==> config.mk <==
export PLATFORM = sky130hd
export DESIGN_NAME = alu_issue_ctrl_flat
export DESIGN_NICKNAME = d
export VERILOG_FILES = /design/src/rtl/alu_issue_ctrl_if.sv /design/src/rtl/alu_issue_ctrl.sv /design/src/flat_wrapper.sv
export SDC_FILE = /design/constraint.sdc
export NUM_CORES = 1
export LEC_CHECK = 0
export BUFFER_PORTS_ARGS = -buffer_cell sky130_fd_sc_hd__clkbuf_2
export CAP_MARGIN = 5
export CORE_MARGIN = 4
export CORE_UTILIZATION = 41
export DETAILED_ROUTE_END_ITERATION = 8
export HOLD_SLACK_MARGIN = 0.06
export PLACE_DENSITY_LB_ADDON = 0.25
export REMOVE_ABC_BUFFERS = 1
export SETUP_SLACK_MARGIN = 0.15
export SYNTH_ARGS = -nofsm -noshare
export SYNTH_HDL_FRONTEND = slang
export SYNTH_SLANG_ARGS = --single-unit
==> constraint.sdc <==
create_clock -name Clock -period 1.96 [get_ports Clock]
set_input_delay 0 -clock Clock [delete_from_list [all_inputs] [get_ports Clock]]
set_output_delay 0 -clock Clock [all_outputs]
set_load 0.03 [all_outputs]
==> src/rtl/alu_issue_ctrl_if.sv <==
// Operation and result handshake channels between upstream, alu_issue_ctrl and downstream.
// The master drives operations and result-ready; the slave (the issue stage) answers.
interface alu_issue_ctrl_if;
    logic        OpValid;
    logic        OpReady;
    logic [31:0] OpA;
    logic [31:0] OpB;
    logic [4:0]  OpFunSel;
    logic        OpWF;
    logic        ResValid;
    logic        ResReady;
    logic [31:0] ResData;
    logic [3:0]  ResFlags;

    modport master (
        output OpValid, OpA, OpB, OpFunSel, OpWF, ResReady,
        input  OpReady, ResValid, ResData, ResFlags
    );

    modport slave (
        input  OpValid, OpA, OpB, OpFunSel, OpWF, ResReady,
        output OpReady, ResValid, ResData, ResFlags
    );
endinterface

==> src/rtl/alu_issue_ctrl.sv <==
// Single-issue handshake stage in front of a registered ALU: accept, execute, capture, hand off.
// Only one operation is in flight, so ALU flag updates (used by ADC/CSL/CSR) stay in order.
module alu_issue_ctrl #(
    parameter int CNT_W = 16
) (
    input  logic               Clock,
    input  logic               Reset,
    alu_issue_ctrl_if.slave    bus,
    output logic [31:0]        ALU_A,
    output logic [31:0]        ALU_B,
    output logic [4:0]         ALU_FunSel,
    output logic               ALU_WF,
    input  logic [31:0]        ALUOut,
    input  logic [3:0]         FlagsOut,
    output logic               Busy,
    output logic [CNT_W-1:0]   OpCount
);

    typedef enum logic [1:0] {IDLE, EXEC, CAPT, DONE} state_e;

    state_e             state_q, state_d;
    logic [31:0]        a_q, b_q;
    logic [4:0]         fun_sel_q;
    logic               wf_q;
    logic [31:0]        res_data_q;
    logic [3:0]         res_flags_q;
    logic [CNT_W-1:0]   op_count_q;

    logic               op_ready;
    logic               res_valid;
    logic               alu_wf;
    logic               accept;
    logic               handoff;

    // NOTE: every signal written here gets a default first so no path leaves it unassigned (no latches).
    always_comb begin
        state_d   = state_q;
        op_ready  = 1'b0;
        res_valid = 1'b0;
        alu_wf    = 1'b0;
        accept    = 1'b0;
        handoff   = 1'b0;
        unique case (state_q)
            IDLE: begin
                op_ready = 1'b1;
                if (bus.OpValid) begin
                    accept  = 1'b1;
                    state_d = EXEC;
                end
            end
            EXEC: begin
                alu_wf  = wf_q;
                state_d = CAPT;
            end
            CAPT: state_d = DONE;
            DONE: begin
                res_valid = 1'b1;
                if (bus.ResReady) begin
                    handoff  = 1'b1;
                    op_ready = 1'b1;
                    if (bus.OpValid) begin
                        accept  = 1'b1;
                        state_d = EXEC;
                    end else begin
                        state_d = IDLE;
                    end
                end
            end
            default: state_d = IDLE;
        endcase
        // The ALU rewrites its flags on every clock with WF high, so reset must silence it too.
        if (Reset) begin
            op_ready = 1'b0;
            alu_wf   = 1'b0;
        end
    end

    // NOTE: sequential state uses non-blocking assignments so all registers update together at the edge.
    always_ff @(posedge Clock) begin
        if (Reset) begin
            state_q     <= IDLE;
            a_q         <= '0;
            b_q         <= '0;
            fun_sel_q   <= '0;
            wf_q        <= 1'b0;
            res_data_q  <= '0;
            res_flags_q <= '0;
            op_count_q  <= '0;
        end else begin
            state_q <= state_d;
            if (accept) begin
                a_q       <= bus.OpA;
                b_q       <= bus.OpB;
                fun_sel_q <= bus.OpFunSel;
                wf_q      <= bus.OpWF;
            end
            // ALUOut/FlagsOut were registered by the ALU at the end of EXEC.
            if (state_q == CAPT) begin
                res_data_q  <= ALUOut;
                res_flags_q <= FlagsOut;
            end
            if (handoff) begin
                op_count_q <= op_count_q + 1'b1;
            end
        end
    end

    assign bus.OpReady  = op_ready;
    assign bus.ResValid = res_valid;
    assign bus.ResData  = res_data_q;
    assign bus.ResFlags = res_flags_q;

    assign ALU_A      = a_q;
    assign ALU_B      = b_q;
    assign ALU_FunSel = fun_sel_q;
    assign ALU_WF     = alu_wf;
    assign Busy       = (state_q != IDLE);
    assign OpCount    = op_count_q;

endmodule
==> src/flat_wrapper.sv <==
// flat-port wrapper written by rule: the top's interface ports become plain ports
module alu_issue_ctrl_flat 
#(
    parameter int CNT_W = 16
)
  (Clock, Reset, ALU_A, ALU_B, ALU_FunSel, ALU_WF, ALUOut, FlagsOut, Busy, OpCount, bus_OpValid, bus_OpA, bus_OpB, bus_OpFunSel, bus_OpWF, bus_ResReady, bus_OpReady, bus_ResValid, bus_ResData, bus_ResFlags);
  alu_issue_ctrl_if bus_i ();
  input  logic Clock;
  input  logic Reset;
  output logic [31:0] ALU_A;
  output logic [31:0] ALU_B;
  output logic [4:0] ALU_FunSel;
  output logic ALU_WF;
  input  logic [31:0] ALUOut;
  input  logic [3:0] FlagsOut;
  output logic Busy;
  output logic [CNT_W-1:0] OpCount;
  input wire logic [$bits(bus_i.OpValid)-1:0] bus_OpValid;
  input wire logic [$bits(bus_i.OpA)-1:0] bus_OpA;
  input wire logic [$bits(bus_i.OpB)-1:0] bus_OpB;
  input wire logic [$bits(bus_i.OpFunSel)-1:0] bus_OpFunSel;
  input wire logic [$bits(bus_i.OpWF)-1:0] bus_OpWF;
  input wire logic [$bits(bus_i.ResReady)-1:0] bus_ResReady;
  output wire logic [$bits(bus_i.OpReady)-1:0] bus_OpReady;
  output wire logic [$bits(bus_i.ResValid)-1:0] bus_ResValid;
  output wire logic [$bits(bus_i.ResData)-1:0] bus_ResData;
  output wire logic [$bits(bus_i.ResFlags)-1:0] bus_ResFlags;
  assign bus_i.OpValid = bus_OpValid;
  assign bus_i.OpA = bus_OpA;
  assign bus_i.OpB = bus_OpB;
  assign bus_i.OpFunSel = bus_OpFunSel;
  assign bus_i.OpWF = bus_OpWF;
  assign bus_i.ResReady = bus_ResReady;
  assign bus_OpReady = bus_i.OpReady;
  assign bus_ResValid = bus_i.ResValid;
  assign bus_ResData = bus_i.ResData;
  assign bus_ResFlags = bus_i.ResFlags;
  alu_issue_ctrl #(.CNT_W(CNT_W)) u_core (.Clock(Clock), .Reset(Reset), .bus(bus_i), .ALU_A(ALU_A), .ALU_B(ALU_B), .ALU_FunSel(ALU_FunSel), .ALU_WF(ALU_WF), .ALUOut(ALUOut), .FlagsOut(FlagsOut), .Busy(Busy), .OpCount(OpCount));
endmodule
==> flow_metrics.py <==
metrics = {
    "outcome": {
        "status": "finished clean",
    },
    "yosys": {
        "ys_warn_count": 0,
        "ys_ff_latch": 124,
        "synth_edf_count": 0,
        "synthArstFlopShare": 0,
        "synth_compound_area_frac": 0.0917,
        "ys_types": 33,
        "synth.top_cell.area_share": 0.543,
        "seq_area_frac_synth": 0.543,
        "synth_top_family_by_area": "simple AND/OR/NAND/NOR gates",
        "synth_xor_area_frac": 0.0211,
        "synthCells": 526,
        "synthMostInstantiatedCell": "nand2_1",
        "syn_area_um2": 4570,
        "synth_fa_ha_area_frac": 0.0192,
        "synth_simple_gate_area_frac": 0.203,
        "ys_top_cells_by_count": "nand2_1 (145), dfxtp_1 (124), a21oi_1 (74)",
        "syn_area_per_cell_um2": 8.69,
        "netlist_top_cells_area": "dfxtp_1 (54%), nand2_1 (12%), mux2i_1 (8.3%)",
        "netlist.top_cell.by_area": "dfxtp_1",
        "synth_flop_cell": "dfxtp_1",
        "synthMuxAreaShare": 0.0857,
    },
    "place": {
        "place_congestion": 0.815,
        "placed_area_um2": 5940,
        "hpwl_um": 9310,
        "portBuffers": 234,
    },
    "worst_hold_path": {
        "min_path_cells": 4,
        "min_path_type": "input port to register",
        "hold_start": "bus_OpFunSel[2]",
    },
    "die": {
        "core_area_um2": 10900,
        "io_pins": 235,
        "die_x_um": 114,
        "die_h_um": 114,
        "initial_utilization": 0.420,
        "fp.dieArea_um2": 12900,
        "rows": 38,
    },
    "pwr": {
        "peakVddDrop_mv": 0.894,
        "p_leak_nw": 3.49,
        "finalPower_mw": 10.7,
        "p_per_area_nw_per_um2": 1390,
    },
    "critical_path": {
        "crit_required_ns": 1.96,
        "r2r_cells": 4,
        "crit_type": "register to primary output",
        "crit_arrival_ns": 1.74,
        "cp-end-kind": "primary output",
        "rrSetupSlack_ns": 0.23,
        "critPathLaunchType": "register",
        "rr_startpoint": "u_core.OpCount[4]",
        "crit_end": "bus_OpReady",
        "rr_endpoint": "u_core.OpCount[12]",
        "startpoint": "u_core.state_q[0]",
        "crit_fanout": 4,
    },
    "timing": {
        "tightest_slew_ns": 0.586,
        "min_period_ns": 1.74,
        "hold_viol": 0,
        "setup-violations-final": 0,
        "finalClockSkew_ns": 0.00895,
        "fmax_ghz": 0.576,
        "finalCritPeriodShare": 0.886,
        "rsz0062_at_grt": "false",
        "slew_violations": 0,
        "max-slew-margin-rel": 0.609,
    },
    "global_route": {
        "grt_max_degree": 77,
        "antenna_found_initial": 0,
        "grt_pass1_wl_um": 24100,
        "grt_usage": 0.238,
        "grt_overflow": 0,
        "grt_pass1_vias": 4966,
    },
    "clocking": {
        "clockBufferDepth": 2,
        "h-tree-depth": 4,
        "clkLatencyLatePin_ns": 0.52,
        "clk_pin_slew_ns": 0.05,
        "cts_made_buffers": 17,
        "cts-root-buf": "clkbuf_8",
        "clock_sinks": 124,
        "cts_tree": "yes",
    },
    "detailed_routing": {
        "drt_wl_total_um": 16000,
        "firstDrtPassIters": 5,
        "via_per_inst": 4.83,
        "ant_nets": 0,
        "vias": 4951,
        "drc": 0,
        "drt_iter0_drc": 328,
        "wire_per_inst_um": 15.6,
    },
    "finish": {
        "fillers": 799,
        "layout.nets": 989,
        "diodes": 0,
        "drive_gt1_frac": 0.340,
        "area_growth_pct": 69.4,
        "final_area_um2": 7740,
    },
    "flow_run": {
        "cap_violations": 0,
    },
}
==> worst max-delay path, stage by stage, from the launching register on <==
cell,delay (ns)
dfxtp_4,0.38
inv_2,0.06
ha_4,0.24
buf_4,0.15
nor3_4,0.20
clkbuf_8,0.19
==> cell families (layout without fill, tap and decap cells) <==
group,after synthesis,in the layout
xor+xnor,11,11
flops,124,124
simple gates,223,223
fa+ha+maj,7,7
mux,39,39
compound gates,81,81
buf+inv,41,400
==> where the power goes <==
group	internal [mW]	switching [mW]	leakage, nW	total, mW
sequential	3.07	0.315	1.01	3.39
combinational	1.54	2.78	2.19	4.33
clock	1.97	1.05	0.292	3.02
total	6.58	4.15	3.49	10.7
==> state kept, by name, summed over array words and instances (netlist names) <==
signal,flops
u_core.bus.ResFlags,4
u_core.ALU_FunSel,5
u_core.ALU_B,32
u_core.state_q,2
u_core.bus.ResData,32
u_core.ALU_A,32
u_core.OpCount,16
u_core.wf_q,1
==> final cells by class <==
type | count | area (um^2) | area share
flip-flops and latches | 124 | 2490 | 0.321
well taps | 140 | 175 | 0.0226
repair buffers | 361 | 2490 | 0.321
multi-input cells | 361 | 1990 | 0.256
inverters | 7 | 26.3 | 0.00339
clock buffers | 25 | 494 | 0.0638
clock inverters | 7 | 85.1 | 0.0110
==> worst min-delay path by stage <==
stage,slack (ns),to
2_1_floorplan,0.07,u_core.ALU_A[0]
3_3_place_gp,0.22,u_core.ALU_B[18]
3_5_place_dp,0.23,u_core.ALU_B[13]
4_1_cts,0.22,u_core.bus.ResData[3]
5_1_grt,0.23,u_core.bus.ResFlags[0]
6_report,0.26,u_core.ALU_FunSel[2]
==> metrics by stage <==
step / TNS (ns) / utilization / setup slack [ns] / hold WS [ns] / cells
floorplan: -220.62 / - / -3.04 / 0.0691 / 492
detailed placement: 0 / 0.546 / 0.0433 / 0.228 / 880
global route: 0 / 0.711 / 0.145 / 0.235 / 1025
finish: 0 / 0.711 / 0.223 / 0.257 / 1025
global placement: 0 / 0.546 / 0.107 / 0.223 / 880
CTS: 0 / 0.701 / 0.110 / 0.223 / 1021
==> layout by cell type (no fill, tap or decap), types with 4 or more instances in the layout <==
master / instances
nand2_1: 145
dlygate4sd3_1: 109
dfxtp_1: 122
buf_4: 13
inv_1: 5
nand4_1: 6
clkbuf_2: 232
nor2_1: 52
clkinv_2: 5
xnor2_1: 4
a21oi_1: 73
xor2_1: 7
mux2i_1: 38
clkbuf_16: 18
clkbuf_8: 7
==> per-layer routing <==
metal  track usage  routed length (um)  vias to the layer above
met5             0                   0                        -
li1              -                   -                     2417
met2         0.423                8280                      222
met4         0.112                 537                        0
met1         0.248                5920                     2269
met3        0.0854                1260                       43
==> what timing repair did <==
action                                  in CTS  in global routing
hold buffers                               109                  0
gates cloned                                 0                  2
endpoints found under the setup margin      75                 76
pin swaps                                    0                  2
buffers inserted                             0                  2
endpoints found under the hold margin      122                  0
resized for setup                            7                 15
Power figures use the tool's default switching activity.
